--- src/rtl/lcg_stim_gen_if.sv ---
// Vector stream handshake between lcg_stim_gen (master) and its consumer (slave).
interface lcg_stim_gen_if #(
  parameter int unsigned OUT_W = 265
) ();
  logic             vec_valid;
  logic             vec_ready;
  logic [OUT_W-1:0] vec_data;
  logic [31:0]      vec_index;

  modport master (
    output vec_valid,
    output vec_data,
    output vec_index,
    input  vec_ready
  );

  modport slave (
    input  vec_valid,
    input  vec_data,
    input  vec_index,
    output vec_ready
  );
endinterface

--- src/rtl/lcg_stim_gen.sv ---
// LCG-driven stimulus vector source with a valid/ready output stream.
// Define LCG_STIM_GEN_PARALLEL_EN to build each vector in one cycle instead of one chunk per cycle.
module lcg_stim_gen #(
  parameter int unsigned OUT_W       = 265,
  parameter int unsigned NUM_VECTORS = 100
) (
  input  logic           clk,
  input  logic           rst,
  input  logic           start,
  input  logic [31:0]    seed_in,
  lcg_stim_gen_if.master vec,
  output logic           busy,
  output logic           done
);

  localparam int unsigned N         = (OUT_W + 31) / 32;
  localparam int unsigned PadW      = N * 32;
  localparam logic [31:0] LastIndex = 32'(NUM_VECTORS - 1);
  localparam logic [31:0] LcgMul    = 32'h41C64E6D;
  localparam logic [31:0] LcgInc    = 32'h0000_3039;

  typedef enum logic [1:0] {StIdle, StFill, StPresent, StDone} state_e;

  state_e           st_q;
  logic [31:0]      lcg_q;
  logic [31:0]      lcg_next;
  logic [OUT_W-1:0] data_q;
  logic [PadW-1:0]  fill_pad;
  logic             fill_last;
  logic             valid_q;
  logic [31:0]      index_q;
  logic             busy_q;
  logic             done_q;

  function automatic logic [31:0] lcg_step(input logic [31:0] s);
    return s * LcgMul + LcgInc;
  endfunction

`ifdef LCG_STIM_GEN_PARALLEL_EN
  // All N steps chained combinationally; the vector lands in a single FILL cycle.
  logic [31:0] chain [N+1];

  assign chain[0] = lcg_q;
  for (genvar k = 0; k < N; k++) begin : g_chain
    assign chain[k+1]           = lcg_step(chain[k]);
    assign fill_pad[32*k +: 32] = chain[k+1];
  end

  assign lcg_next  = chain[N];
  assign fill_last = 1'b1;
`else
  localparam int unsigned CntW      = (N > 1) ? $clog2(N) : 1;
  localparam logic [CntW-1:0] LastChunk = CntW'(N - 1);

  logic [CntW-1:0] chunk_q;

  assign lcg_next  = lcg_step(lcg_q);
  assign fill_last = (chunk_q == LastChunk);

  always_comb begin
    fill_pad = PadW'(data_q);
    fill_pad[int'(chunk_q) * 32 +: 32] = lcg_next;
  end

  always_ff @(posedge clk or posedge rst) begin
    if (rst) begin
      chunk_q <= '0;
    end else if (st_q == StFill && !fill_last) begin
      chunk_q <= chunk_q + 1'b1;
    end else begin
      chunk_q <= '0;
    end
  end
`endif

  // Bits above OUT_W in the last chunk are truncated away.
  if (PadW > OUT_W) begin : g_pad
    logic unused_pad;
    assign unused_pad = ^fill_pad[PadW-1:OUT_W];
  end

  always_ff @(posedge clk or posedge rst) begin
    if (rst) begin
      st_q    <= StIdle;
      lcg_q   <= '0;
      data_q  <= '0;
      valid_q <= 1'b0;
      index_q <= '0;
      busy_q  <= 1'b0;
      done_q  <= 1'b0;
    end else begin
      case (st_q)
        StIdle, StDone: begin
          if (start) begin
            lcg_q   <= seed_in;
            index_q <= '0;
            if (NUM_VECTORS == 0) begin
              st_q   <= StDone;
              busy_q <= 1'b0;
              done_q <= 1'b1;
            end else begin
              st_q   <= StFill;
              busy_q <= 1'b1;
              done_q <= 1'b0;
            end
          end
        end
        StFill: begin
          lcg_q  <= lcg_next;
          data_q <= fill_pad[OUT_W-1:0];
          if (fill_last) begin
            st_q    <= StPresent;
            valid_q <= 1'b1;
          end
        end
        StPresent: begin
          if (vec.vec_ready) begin
            valid_q <= 1'b0;
            if (index_q == LastIndex) begin
              st_q   <= StDone;
              busy_q <= 1'b0;
              done_q <= 1'b1;
            end else begin
              index_q <= index_q + 32'd1;
              st_q    <= StFill;
            end
          end
        end
        default: st_q <= StIdle;
      endcase
    end
  end

  assign vec.vec_valid = valid_q;
  assign vec.vec_data  = data_q;
  assign vec.vec_index = index_q;
  assign busy          = busy_q;
  assign done          = done_q;

endmodule

--- src/flat_wrapper.sv ---
// flat-port wrapper written by rule: the top's interface ports become plain ports
module lcg_stim_gen_flat 
#(
  parameter int unsigned OUT_W       = 265,
  parameter int unsigned NUM_VECTORS = 100
)
  (clk, rst, start, seed_in, busy, done, vec_vec_valid, vec_vec_data, vec_vec_index, vec_vec_ready);
  lcg_stim_gen_if #(.OUT_W(OUT_W)) vec_i ();
  input  logic clk;
  input  logic rst;
  input  logic start;
  input  logic [31:0] seed_in;
  output logic busy;
  output logic done;
  output wire logic [$bits(vec_i.vec_valid)-1:0] vec_vec_valid;
  output wire logic [$bits(vec_i.vec_data)-1:0] vec_vec_data;
  output wire logic [$bits(vec_i.vec_index)-1:0] vec_vec_index;
  input wire logic [$bits(vec_i.vec_ready)-1:0] vec_vec_ready;
  assign vec_vec_valid = vec_i.vec_valid;
  assign vec_vec_data = vec_i.vec_data;
  assign vec_vec_index = vec_i.vec_index;
  assign vec_i.vec_ready = vec_vec_ready;
  lcg_stim_gen #(.OUT_W(OUT_W), .NUM_VECTORS(NUM_VECTORS)) u_core (.clk(clk), .rst(rst), .start(start), .seed_in(seed_in), .vec(vec_i), .busy(busy), .done(done));
endmodule
--- config.mk ---
export PLATFORM = sky130hd
export DESIGN_NAME = lcg_stim_gen_flat
export DESIGN_NICKNAME = d
export VERILOG_FILES = /design/src/rtl/lcg_stim_gen_if.sv /design/src/rtl/lcg_stim_gen.sv /design/src/flat_wrapper.sv
export SDC_FILE = /design/constraint.sdc
export NUM_CORES = 1
export LEC_CHECK = 0
export BUFFER_PORTS_ARGS = -buffer_cell sky130_fd_sc_hd__buf_4
export CAP_MARGIN = 30
export CELL_PAD_IN_SITES_DETAIL_PLACEMENT = 1
export CELL_PAD_IN_SITES_GLOBAL_PLACEMENT = 1
export CORE_ASPECT_RATIO = 0.7
export CORE_UTILIZATION = 49
export CTS_CLUSTER_SIZE = 8
export DETAILED_ROUTE_END_ITERATION = 10
export GPL_ROUTABILITY_DRIVEN = 0
export PLACE_DENSITY_LB_ADDON = 0.1
export SLEW_MARGIN = 10
export SYNTH_ARGS = -nofsm -noshare
export SYNTH_HDL_FRONTEND = slang
export SYNTH_SLANG_ARGS = --single-unit
export TNS_END_PERCENT = 1
--- constraint.sdc ---
create_clock -name clk -period 20.7 [get_ports clk]
set_clock_uncertainty 0.2 [all_clocks]
set_input_delay 0 -clock clk [delete_from_list [all_inputs] [get_ports clk]]
set_output_delay 0 -clock clk [all_outputs]
set_load 0.01 [all_outputs]
# --- Word-level counts from Yosys, hierarchy flattened ---
# Cells that the tools add are included.
classes:
  add_sub_neg: 4
  mul: 1
  eq_ne: 10
  shift: 2
  n_mux: 24
  n_reduce_logical: 12
ops:
  columns: ["op", "count"]
  rows:
  - ["$bwmux 288", 1]
  - ["$shift 32x33->288 const A", 1]
  - ["$shiftx 32x33->288", 1]
  - ["$mux 32", 4]
  - ["$pmux 32 s2", 2]
  - ["$neg 9->33", 1]
  - ["$add 32x1->32 const B", 1]
  - ["$add 32x14->32 const B", 1]
  - ["$eq 32x7->1 const B", 1]
  - ["$mul 32x31->32 const B", 1]
  - ["$mux 1", 8]
  - ["$mux 2", 4]
  - ["$reduce_and 4->1", 2]
  - ["$ne 2x2->1 const B", 3]
  - ["$pmux 1 s2", 3]
  - ["$pmux 2 s3", 1]
  - ["$reduce_and 3->1", 2]
  - ["$reduce_bool 2->1", 3]
  - ["$add 4x1->4 const B", 1]
  - ["$eq 2x2->1 const B", 2]
  - ["$eq 4x4->1 const B", 1]
  - ["$mux 4", 1]
  - ["$ne 2x1->1 const B", 2]
  - ["$eq 2x1->1 const B", 1]
  - ["other kinds (5)", 5]
totals:
  regBits: 338
  input_bits: 36
  output_inout_bits: 300
  wordCells: 61

# --- Logic depth before layout (Yosys ltp) ---
logic_depth:
  depth_word: 4
  depth_mapped: 26
  mapped_depth_nobuf: 25

# --- Worst setup path after synthesis ---
# No wires, ideal clock.
synth_timing:
  path_type: "register -> register"
  startpoint: "register u_core.lcg_q[5]"
  endpoint: "register u_core.data_q[31] (netlist: u_core.vec.vec_data[31])"
  setup_time_ps: 145
  t_arrival_ps: 6335
  required_ps: 20355
  slack_ps: 14020
  stages_incl_launch_ff: 25
  path_buffers: 0
  synth_period_minus_slack_ps: 6680
  cell_sequence: "dfrtp_1 ha_1 xor2_1 ha_1 a21oi_1 fa_1 fa_1 inv_1 fa_1 inv_1 fa_1 inv_1 fa_1 inv_1 fa_1 inv_1 ha_1 nand2_1 a2bb2oi_1 a211oi_1 a311oi_4 o211ai_2 o211ai_2 xnor2_1 o21ai_0"
synth_via:
  elab_chain_len: 4
synth_lines:
  columns: ["item", "line_no", "text"]
  rows:
  - ["from (decl)", "lcg_stim_gen.sv:25", "logic [31:0] lcg_q;"]
  - ["from (signal assigned)", "lcg_stim_gen.sv:95", "lcg_q <= seed_in;"]
  - ["from (signal assigned)", "lcg_stim_gen.sv:109", "lcg_q <= lcg_next;"]
  - ["$mul 32x31->32", "lcg_stim_gen.sv:36", "return s * LcgMul + LcgInc;"]
  - ["$add 32x14->32", "lcg_stim_gen.sv:36", null]
  - ["$shiftx 32x33->288", "lcg_stim_gen.sv:62", "fill_pad[int'(chunk_q) * 32 +: 32] = lcg_next;"]
  - ["$bwmux 288", "lcg_stim_gen.sv:62", null]
  - ["to (signal assigned)", "lcg_stim_gen.sv:110", "data_q <= fill_pad[OUT_W-1:0];"]
  - ["to (decl)", "lcg_stim_gen.sv:27", "logic [OUT_W-1:0] data_q;"]
# No other way between the ends.
# A chain may end at the register's enable or synchronous reset.

# --- Final worst setup path ---
layout_timing:
  startpoint: "register u_core.lcg_q[3]"
  endpoint: "register u_core.lcg_q[29]"
layout_via:
  elab_chain_len: 3
layout_lines:
  columns: ["item", "line_no", "text"]
  rows:
  - ["$mul 32x31->32", "lcg_stim_gen.sv:36", null]
  - ["$add 32x14->32", "lcg_stim_gen.sv:36", null]
  - ["$pmux 32 s2", "lcg_stim_gen.sv:92", "case (st_q)"]
# No other way between the ends.

==> run_results.csv <==
group,metric,value,unit
min_path,hold_class,"in -> async",
sta,worstMarginPinSlew,954,ps
yosys,ys_ff_latch,338,
outcome,violations,"negative hold slack",
global_route,grt_overflow,0,
worst_setup_path,cp_max_fo,9,
layout,fin_util,61.0,%
worst_setup_path,crit_chain,"ha_1 -> xor2_1 -> ha_1 -> nor2_1 -> fa_1 -> fa_1 -> inv_1 -> fa_1 -> ha_1 -> fa_1 -> inv_1 -> fa_1 -> inv_1 -> ha_1 -> a21oi_1 -> a2bb2oi_1 -> a211oi_1 -> a311oi_4 -> o21ai_0 -> xor2_1 -> mux2i_1 -> a21oi_1 -> dlygate4sd3_1",
yosys,synth_area_leader_cell,"dfrtp_1",
yosys,ys_top_cells_by_area,"dfrtp_1, fa_1, ha_1, inv_1, nand2_1",
clock_tree,cts_root_buf,"clkbuf_16",
global_route,grt_pass1_wl,126,mm
die,die_y,182,microns
outcome,status,"finished, violations left",
sta,whs,-84.9,ps
yosys,synth.area.mux_share,2.92,%
placement,io_buffer_count,335,
yosys,synth_top_area_share,37.3,%
die,dieArea,47100,sq um
yosys,synth_edf_count,0,
yosys,synth_top_family_by_area,"adder cells",
layout,areaGrowthSynthToFinish,21.9,%
die,core,45300,sq um
worst_setup_path,crit_path_start_kind,"flop",
yosys,synthAdderAreaFrac,28.2,%
sta,setup_viol_count_final,0,
routing,vias,18400,
yosys,syn_nets,2730,
clock_tree,clock_path_buffers,3,
sta,fin_crit,8060,ps
placement,dp_cells,3171,
worst_setup_path,worst-setup-path-type,"reg -> reg",
sta,max_freq,0.124,GHz
routing,dr.pass1.iters,5,
yosys,postSynth.asyncResetShare,100,%
global_route,grt_max_degree,122,
routing,vias_per_cell,5.62,
worst_setup_path,worst_r2r_startpoint,"u_core.lcg_q[3]",
worst_setup_path,r2r_cells,23,
yosys,synthSimpleGateAreaFrac,10.3,%
sta,drv_slew,0,
clock_tree,cts_tree,"built",
yosys,synth_cell_type_count,61,
clock_tree,clkSlewWorstSetupHoldPaths,50,ps
yosys,yosysMostFrequentCell,"inv_1",
yosys,yosys_warnings,0,
global_route,grt_pass1_vias,20313,
sta,final-hold-violation-count,19,
worst_setup_path,r2r-end,"u_core.lcg_q[29]",
sta,rsz0062_at_grt,"no",
run,cap_violations,0,
worst_setup_path,end_kind,"flop",
routing,drt_wl_total,81.5,mm
die,ioPinCount,336,
clock_tree,cts.sinks,338,
clock_tree,clock_latency,570,ps
routing,wl_per_cell,24.9,microns
sta,fin_crit_sh,38.9,%
global_route,antenna_found_initial,4,
layout,fin_nets,3095,
yosys,synth_commonest_cells,"inv_1, nand2_1, dfrtp_1",
worst_setup_path,cp_slowest_cell,"dfrtp_1",
clock_tree,htree_levels,2,
yosys,netlist_instances,2294,
yosys,synth-xor-area-share,3.75,%
die,initial_utilization,50.0,%
layout,final_cells,3272,
routing,drc_errors,0,
global_route,grtUsageTotal,35.6,%
routing,antenna_left,0,
worst_setup_path,crit_required,20990,ps
die,die_w,259,microns
routing,first_iter_violations,1475,
sta,relSlewSlack,36.0,%
clock_tree,cts_inserted_buffers,49,
placement,dp_hpwl,63.3,mm
worst_setup_path,r2r_slack,12640,ps
yosys,synth_compound_area_share,9.38,%
yosys,synthesis.area,22700,sq um
die,rows,65,
clock_tree,post-cts-setup-buffers,0,
yosys,synthFlopType,"dfrtp_1",
worst_setup_path,crit_arrival,8350,ps
yosys,seq_area_frac_synth,37.3,%
worst_setup_path,cp_common_cell,"fa_1",
yosys,avgSynthCellArea,9.88,sq um
sta,finalSetupTns,0,ps
worst_setup_path,slowest_delay,850,ps
layout,final_layout_size_suffix_gt1_share,18.0,%
layout by cell type, fill, tap and decap left out, types with 4 or more instances in the layout:
master / count
o211ai_1: 4
mux2_2: 33
xnor2_1: 57
mux2i_1: 28
nor3b_1: 8
o21a_1: 5
or3_1: 6
nor2b_1: 6
a31oi_1: 5
clkbuf_16: 50
nand4_1: 14
a21oi_1: 32
o21ai_0: 258
and3_1: 7
xor2_1: 37
nand3_2: 7
dlygate4sd3_1: 38
fa_1: 185
o21ai_1: 10
o31ai_1: 14
a21o_1: 17
nor3_1: 12
nand2b_1: 4
ha_1: 214
diode_2: 4
nand3_1: 18
nor2_1: 67
nor4_1: 7
dfrtp_1: 338
o211ai_2: 4
buf_4: 354
nand2_1: 362
nor4b_1: 6
inv_1: 401
metal layers:
metal / routed length, microns / track usage [%]
met5: 0 / 0
met4: 2660 / 10.7
met3: 6810 / 9.41
met2: 38300 / 57.7
met1: 33800 / 47.0
timing repair:
| item | CTS | global route |
|---|---|---|
| gates resized for setup | 0 | 0 |
| endpoints found under the hold margin | 157 | 0 |
| hold buffers | 38 | 0 |
flip-flops by register name, indices dropped and copies added (netlist names):
signal and count:
u_core.vec.vec_valid 1, u_core.vec.vec_data 265, u_core.busy 1, u_core.st_q 2, u_core.done 1, u_core.lcg_q 32
u_core.chunk_q 4, u_core.vec.vec_index 32
cell families (layout without fill, tap and decap cells):
group / after synthesis / after routing
xor+xnor: 95 / 95
mux: 62 / 62
simple gates: 543 / 543
fa+ha+maj: 400 / 400
compound gates: 372 / 372
flops: 338 / 338
other cells: 0 / 4
buf+inv: 484 / 855
through the flow:
step | hold slack, ps | cell area, sq um | worst slack [ps]
floorplan | -39.2 | 22700 | 11130
global placement | 27.2 | 25800 | 12820
detailed placement | 23.5 | 25900 | 12900
CTS | 4.31 | 27600 | 12780
global route | 18.4 | 27600 | 12400
finish | -84.9 | 27600 | 12640
critical path: cells and delay by family, from the launching register on:
family,cells,cell delay [ps]
AO/OA/AOI/OAI,6,1390
XOR/XNOR,2,770
adder cells (fa/ha/maj),9,3810
buffers and inverters,4,710
flip-flops,1,850
multiplexers,1,150
AND/OR/NAND/NOR,1,90
how the worst max path moves through the flow:
stage	from	to
floorplan	rst	u_core.busy
global placement	u_core.lcg_q[1]	u_core.lcg_q[22]
detailed placement	u_core.lcg_q[5]	u_core.vec.vec_data[248]
CTS	u_core.lcg_q[5]	u_core.lcg_q[29]
global route	u_core.lcg_q[3]	u_core.lcg_q[29]
finish	u_core.lcg_q[3]	u_core.lcg_q[29]
final cells by class:
class | count | area [sq um]
sequential | 338 | 8460
antenna | 4 | 10.0
inverter | 403 | 1520
multi-input combinational | 1472 | 12400
clock buffer | 53 | 1280
timing repair buffer | 395 | 3090
clock inverter | 4 | 73.8
tap | 603 | 754
fill | 4963 | 17700
Power is left out: the tool's default activity adds up to more than one toggle a clock period on the data nets, which glitch-free logic cannot reach.
